===== src/rtl/mem_pkg.sv =====
// mem_pkg: shared state encoding, widths and request record for the datamem arbiter
package mem_pkg;
  localparam int ADDR_WIDTH = 32;
  localparam int LINE_WIDTH = 128;
  typedef enum logic [1:0] {IDLE, SERVE_I, SERVE_D} arb_state_t;
  typedef struct packed {
    logic we;
    logic [ADDR_WIDTH-1:0] addr;
    logic [LINE_WIDTH-1:0] wdata;
  } mem_req_t;
endpackage


===== src/rtl/rr_pick.sv =====
// rr_pick: two-way round-robin selector; ptr names the input that wins a tie and moves to the loser on every take
module rr_pick #(
  parameter bit INIT = 1'b1
) (
  input  logic clk,
  input  logic rst,
  input  logic a,
  input  logic b,
  input  logic take,
  output logic any,
  output logic pick_b
);
  logic ptr;
  assign any = a | b;
  assign pick_b = b & (~a | ptr);
  always_ff @(posedge clk) begin
    if (rst) ptr <= INIT;
    else if (take && any) ptr <= ~pick_b;
  end
endmodule


===== src/rtl/mem_arbiter.sv =====
// mem_arbiter: shares one line-wide datamem between the instruction port (I) and the data port (D)
module mem_arbiter #(
  parameter int ADDR_WIDTH = 32,
  parameter int LINE_WIDTH = 128,
  parameter int TIMEOUT = 255,
  parameter bit D_FIRST = 1'b1
) (
  input  logic                  clk,
  input  logic                  rst,
  input  logic                  i_req,
  input  logic                  i_we,
  input  logic [ADDR_WIDTH-1:0] i_addr,
  input  logic [LINE_WIDTH-1:0] i_wdata,
  output logic [LINE_WIDTH-1:0] i_rdata,
  output logic                  i_ready,
  input  logic                  d_req,
  input  logic                  d_we,
  input  logic [ADDR_WIDTH-1:0] d_addr,
  input  logic [LINE_WIDTH-1:0] d_wdata,
  output logic [LINE_WIDTH-1:0] d_rdata,
  output logic                  d_ready,
  output logic                  mem_req,
  output logic                  WriteEnable,
  output logic [ADDR_WIDTH-1:0] memory_address,
  output logic [LINE_WIDTH-1:0] mem_writedata,
  input  logic [LINE_WIDTH-1:0] mem_readdata,
  input  logic                  mem_ready,
  output logic                  busy,
  output logic                  grant_d,
  output logic                  timeout_err
);
  import mem_pkg::*;
  localparam int CW = TIMEOUT < 2 ? 1 : $clog2(TIMEOUT + 1);
  localparam logic [CW-1:0] LIMIT = CW'(TIMEOUT);
  arb_state_t state;
  mem_req_t bus, i_cmd, d_cmd;
  logic [CW-1:0] wait_cnt;
  logic any, pick_d, done;
  assign i_cmd = {i_we, i_addr, i_wdata};
  assign d_cmd = {d_we, d_addr, d_wdata};
  rr_pick #(.INIT(D_FIRST)) u_pick (
    .clk(clk),
    .rst(rst),
    .a(i_req),
    .b(d_req),
    .take(state == IDLE),
    .any(any),
    .pick_b(pick_d)
  );
  // a reset in the completion cycle abandons the transaction, so it never reports ready
  assign done = mem_ready & ~rst & (state != IDLE);
  assign i_ready = done & (state == SERVE_I);
  assign d_ready = done & (state == SERVE_D);
  assign i_rdata = i_ready ? mem_readdata : '0;
  assign d_rdata = d_ready ? mem_readdata : '0;
  assign WriteEnable = bus.we;
  assign memory_address = bus.addr;
  assign mem_writedata = bus.wdata;
  always_ff @(posedge clk) begin
    if (rst) begin
      state <= IDLE;
      bus <= '0;
      mem_req <= 1'b0;
      busy <= 1'b0;
      grant_d <= 1'b0;
      wait_cnt <= '0;
      timeout_err <= 1'b0;
    end else begin
      case (state)
        IDLE: begin
          wait_cnt <= '0;
          if (any) begin
            state <= pick_d ? SERVE_D : SERVE_I;
            bus <= pick_d ? d_cmd : i_cmd;
            mem_req <= 1'b1;
            busy <= 1'b1;
            grant_d <= pick_d;
          end
        end
        default: begin
          if (mem_ready) begin
            state <= IDLE;
            mem_req <= 1'b0;
            busy <= 1'b0;
            grant_d <= 1'b0;
            wait_cnt <= '0;
          end else if (wait_cnt != LIMIT) begin
            wait_cnt <= wait_cnt + 1'b1;
            if (TIMEOUT != 0 && wait_cnt + 1'b1 == LIMIT) timeout_err <= 1'b1;
          end
        end
      endcase
    end
  end
endmodule


===== config.mk =====
export PLATFORM = sky130hd
export DESIGN_NAME = mem_arbiter
export DESIGN_NICKNAME = d
export VERILOG_FILES = /design/src/rtl/mem_pkg.sv /design/src/rtl/rr_pick.sv /design/src/rtl/mem_arbiter.sv
export SDC_FILE = /design/constraint.sdc
export NUM_CORES = 1
export LEC_CHECK = 0
export BUFFER_PORTS_ARGS = -buffer_cell sky130_fd_sc_hd__buf_4
export CORE_AREA = 8 8 333 335
export CTS_CLUSTER_SIZE = 24
export DETAILED_ROUTE_END_ITERATION = 10
export DIE_AREA = 0 0 341 343
export GPL_TIMING_DRIVEN = 1
export PLACE_DENSITY = 0.33
export SYNTH_ARGS = -nofsm -noshare
export SYNTH_HDL_FRONTEND = slang
export SYNTH_HIERARCHICAL = 1
export SYNTH_SLANG_ARGS = --single-unit

===== constraint.sdc =====
create_clock -name clk -period 2.1 [get_ports clk]
set_clock_uncertainty 0.1 [all_clocks]
set_input_delay 0.21 -clock clk [delete_from_list [all_inputs] [get_ports clk]]
set_output_delay 0.21 -clock clk [all_outputs]
set_load 0.01 [all_outputs]

* Word level (Yosys, flattened, before mapping)
Cells that the tools add are included.
** Storage, ports and cells
- Input port bits :: 455
- Register bits after elaboration :: 175
- Word-level logic and storage cells :: 47
- Output and inout bits :: 423
** Operators by class
- Bitwise operators :: 12
- Reduce and logical (&&, ||, !) cells :: 8
- Add/sub/neg operators :: 1
- Equality and inequality tests :: 5
- Mux-type cells :: 12
** Operator list (number)
- $mux W128 :: 2
- $mux W161 :: 1
- $add A8 B1 Y8 const B :: 1
- $eq A8 B8 Y1 const B :: 1
- $mux W2 :: 4
- $ne A8 B8 Y1 const B :: 1
- $and A1 B1 Y1 :: 5
- $mux W1 :: 5
- $not A1 Y1 :: 5
- $reduce_and A2 Y1 :: 2
- $reduce_and A4 Y1 :: 1
- $reduce_bool A2 Y1 :: 2
- $reduce_or A3 Y1 :: 1
- $eq A2 B1 Y1 const B :: 1
- $eq A2 B2 Y1 const B :: 1
- $logic_not A2 Y1 :: 1
- $ne A2 B2 Y1 const B :: 1
- $or A1 B1 Y1 :: 2
- $logic_and A1 B1 Y1 :: 1

* Longest topological paths before layout
- Depth in word-level cells :: 6
- Mapped depth :: 7

* Cells and area by module
The synthesis kept the hierarchy.
** By module, submodules not included
- mem_arbiter :: area each 9571.7 um^2, cells each 1076, times used 1, sequential area each 3463.3 um^2
- rr_pick :: area each 60.1 um^2, cells each 7, times used 1, sequential area each 20.0 um^2

* Worst setup path after synthesis
Ideal clock, no wire load.
- Path kind :: register -> register
- Start :: reg wait_cnt[0]
- End :: reg timeout_err
- Period minus slack after synthesis :: 1.699 ns
- Cell stages (with the launch flop) :: 6
- Required time :: 1.941 ns
- Arrival :: 1.540 ns
- Path slack :: 0.401 ns
- Path through :: dfxtp_1 -> ha_1 -> nand2_1 -> o32a_1 -> a2111oi_4 -> a31o_1
** Between the ends
- Cells in the longest elaborated chain, start to end :: 3
** RTL lines
- start, declared :: RTL line mem_arbiter.sv:37 : logic [CW-1:0] wait_cnt;
- start signal, assigned :: RTL line mem_arbiter.sv:88 : wait_cnt <= wait_cnt + 1'b1;
- $add A8 B1 Y8 :: RTL line mem_arbiter.sv:89 : if (TIMEOUT != 0 && wait_cnt + 1'b1 == LIMIT) timeout_err <= 1'b1;
- $eq A8 B8 Y1 :: RTL line mem_arbiter.sv:89
- $reduce_and A4 Y1 (no source line) *
- end signal, assigned :: RTL line mem_arbiter.sv:67 : timeout_err <= 1'b0;
- end signal, assigned :: RTL line mem_arbiter.sv:89
- end, declared :: RTL line mem_arbiter.sv:30 : output logic timeout_err
Every way passes the cells marked *; elsewhere a longest branch is shown, timed or not.
A chain may end at the register's enable or synchronous reset.

* Worst setup path after layout
- Start :: reg state[0]
- End :: out d_rdata[63]
** Between the ends
- Cells in the longest elaborated chain, start to end :: 4
** RTL lines
- start, declared :: RTL line mem_arbiter.sv:35 : arb_state_t state;
- start signal, assigned :: RTL line mem_arbiter.sv:73 : state <= pick_d ? SERVE_D : SERVE_I;
- $reduce_bool A2 Y1 :: RTL line mem_arbiter.sv:51 : assign done = mem_ready & ~rst & (state != IDLE);
- $and A1 B1 Y1 :: RTL line mem_arbiter.sv:51
- $and A1 B1 Y1 * :: RTL line mem_arbiter.sv:53 : assign d_ready = done & (state == SERVE_D);
- $mux W128 * :: RTL line mem_arbiter.sv:55 : assign d_rdata = d_ready ? mem_readdata : '0;
- end, declared :: RTL line mem_arbiter.sv:20 : output logic [LINE_WIDTH-1:0] d_rdata,
Marked as above.

==> flow_metrics.tcl <==
set metrics [dict create \
    yosys_register_bits 174 \
    postSynth.topFlopCell "sky130_fd_sc_hd__dfxtp_1" \
    detail_route.first_pass.iterations 4 \
    slew_at_the_pin_closest_to_its_max_slew_limit_ns 0.700 \
    min_period_ns 2.23 \
    post-route-period-util_pct 106 \
    wl_per_cell_um 21.9 \
    postSynthAreaPerCell_um2 8.89 \
    finalPower_mw 11.4 \
    clock_sinks 174 \
    htree_num_levels 4 \
    avgViaCountPerCell 3.36 \
    placed_cell_area_um2 18000 \
    critical_path_class "reg -> out" \
    grt_remaining_overflow 0 \
    finalInstanceArea_um2 21100 \
    cp_data_required_time_ns 1.79 \
    start_kind "flip-flop" \
    ys_top_cells_by_area "sky130_fd_sc_hd__dfxtp_1 (36%), sky130_fd_sc_hd__mux2i_1 (17%), sky130_fd_sc_hd__and2_1 (17%)" \
    synthesis.instances 1083 \
    cts_tree "built" \
    finalWeightedCongestion 0.858 \
    min_delay_path_depth 3 \
    gr-usage-all-layers_pct 12.5 \
    synth_enable_flop_cells 0 \
    finalHoldViolCount 0 \
    number_of_cells_traversed_by_the_worst_register_to_register_path 6 \
    synth_nets 1540 \
    area_growth_syn_to_layout_pct 119 \
    post-synth-top-area-cell "sky130_fd_sc_hd__dfxtp_1" \
    power-per-cell-area_nw_per_um2 539 \
    max_slew_violation_total_from_the_final_report 0 \
    yosysWarningCount 6 \
    number_of_i_o_port_buffers 877 \
    post_synth_num_cell_types 43 \
    hpwl_um 66000 \
    cts.reportedPaths.clkPinSlew_ns 0.08 \
    cap_viol_max_count 0 \
    pre_cts_ws_ns 0.0248 \
    failed_checks "negative setup slack" \
    std_cell_rows 120 \
    grt_start_max_net_pins 103 \
    num_io_pins 878 \
    timing.critical_path.arrival_ns 1.92 \
    placed_cells 3311 \
    sequential_area_share_after_synthesis_pct 36.2 \
    layout_setup_ws_ns -0.127 \
    cts_max_path_buffers 2 \
    cts_root_buffer "sky130_fd_sc_hd__clkbuf_16" \
    post-route-drc-count 0 \
    crit_fanout 15 \
    grt_pass1_wl_um 104000 \
    asyncSetResetFlopFracSynth_pct 0 \
    layout.nets 2588 \
    layoutNonFillerInstCount 3551 \
    rsz0062_at_grt "yes" \
    run_status "finished, violations left" \
    power_leakage_nw 9.87 \
    max_freq_mhz 449 \
    setup-violations-final 256 \
    dieWidth_um 341 \
    number_of_clock_buffers_inserted_by_tritoncts 17 \
    die_h_um 343 \
    drt_wl_total_um 77900 \
    vias_in_the_first_global_route 13000 \
    design.die.area_um2 117000 \
    post-route-util_pct 20.0 \
    vdd.ir_drop.worst_mv 0.519 \
    core_area_um2 106000 \
    most_frequent_cell_after_synthesis "sky130_fd_sc_hd__and2_1" \
    cp-end-kind "output pin" \
    grt_antenna_before_repair 9 \
    detailed_router_s_first_iteration_violation_count 327 \
    postRouteAntennaNets 0 \
    fillerInstances 11700 \
    clk_latency_ns 0.48 \
    start_util_pct 9.10 \
    cell_area_after_technology_mapping_um2 9630 \
    post-synth-top-area-fraction_pct 36.2 \
    synth.top_cells.by_count "sky130_fd_sc_hd__and2_1 (257), sky130_fd_sc_hd__dfxtp_1 (174), sky130_fd_sc_hd__nor2_1 (169)" \
    hold_path_class "in -> reg" \
    via_count 11900 \
    layout-drive-gt1-share_pct 48.7 \
    max_slew_margin_pct 53.3 \
]
-- placed cells by master, fill, tap and decap left out, types with 3 or more instances in the layout --
master and count:
sky130_fd_sc_hd__clkbuf_16 21, sky130_fd_sc_hd__nor2_1 169, sky130_fd_sc_hd__nand2_1 4, sky130_fd_sc_hd__clkinv_8 7, sky130_fd_sc_hd__diode_2 4, sky130_fd_sc_hd__inv_8 4
sky130_fd_sc_hd__a211oi_1 143, sky130_fd_sc_hd__and2_1 222, sky130_fd_sc_hd__a21oi_1 7, sky130_fd_sc_hd__dlygate4sd3_1 187, sky130_fd_sc_hd__and2_4 36, sky130_fd_sc_hd__a211oi_2 20
sky130_fd_sc_hd__buf_8 11, sky130_fd_sc_hd__xnor2_1 3, sky130_fd_sc_hd__dfxtp_1 172, sky130_fd_sc_hd__buf_4 870, sky130_fd_sc_hd__buf_16 4, sky130_fd_sc_hd__buf_12 15
sky130_fd_sc_hd__mux2i_1 161, sky130_fd_sc_hd__inv_1 5, sky130_fd_sc_hd__buf_6 41
-- state kept, by name, summed over array words and instances (netlist names) --
name,count
grant_d,1
state,1
busy,1
wait_cnt,8
mem_writedata,128
timeout_err,1
WriteEnable,1
u_pick/ptr,1
memory_address,32
-- kinds of logic after synthesis --
group	after synthesis	share of synthesized area, %
simple gates	450	25.0
compound gates	183	15.4
flops	174	36.2
mux	161	16.7
buf+inv	108	5.99
xor+xnor	5	0.455
fa+ha+maj	2	0.260
-- stage by stage --
step | hold WS [ns] | setup TNS [ns]
after floorplan | 0.220 | 0
after global placement | 0.389 | 0
after detailed placement | 0.392 | 0
after CTS | 0.00124 | -34.23
after global routing | 0.0228 | -48.67
final | 0.0359 | -17.78
-- metal layers --
metal	vias to the layer above	wire [um]	global-route usage, %
li1	5859	-	-
met1	5547	27900	12.9
met2	506	43300	24.7
met3	31	6070	4.00
met4	4	564	2.02
met5	-	27	0
-- worst max-delay path, stage by stage (launching register included) --
cell                        delay (ns)
sky130_fd_sc_hd__dfxtp_4          0.37
sky130_fd_sc_hd__nor4b_4          0.27
sky130_fd_sc_hd__buf_6            0.18
sky130_fd_sc_hd__clkbuf_16        0.17
sky130_fd_sc_hd__clkbuf_16        0.17
sky130_fd_sc_hd__and2_1           0.14
sky130_fd_sc_hd__buf_4            0.12
-- worst paths after layout --
kind,from,to,slack (ns)
max reg2reg,u_pick/ptr,memory_address[29],-0.02
max,state[0],d_rdata[63],-0.13
min reg2reg,mem_writedata[0],mem_writedata[0],0.40
min,d_wdata[91],mem_writedata[91],0.04
-- timing repair --
item,CTS,global route
hold endpoints to repair,108,0
pin swaps,2,12
gates cloned,3,4
gates resized for setup,27,85
hold buffers,187,0
buffers inserted,11,1
setup endpoints to repair,253,265
-- layout make-up --
| class | count | area (um2) | area share [%] |
|---|---|---|---|
| Antenna cell | 4 | 10.0 | 0.0474 |
| Clock buffer | 17 | 425 | 2.01 |
| Clock inverter | 15 | 193 | 0.912 |
| Inverter | 5 | 18.8 | 0.0889 |
| Multi-Input combinational cell | 801 | 5690 | 26.9 |
| Sequential cell | 174 | 3490 | 16.5 |
| Tap cell | 1403 | 1760 | 8.31 |
| Timing Repair Buffer | 1132 | 9540 | 45.2 |
-- power breakdown --
group | internal [mW] | switching (mW) | leakage (nW)
combinational | 2.09 | 1.98 | 8.13
clock | 1.62 | 1.75 | 0.295
sequential | 3.71 | 0.239 | 1.45
(Power assumes the default switching activity.)
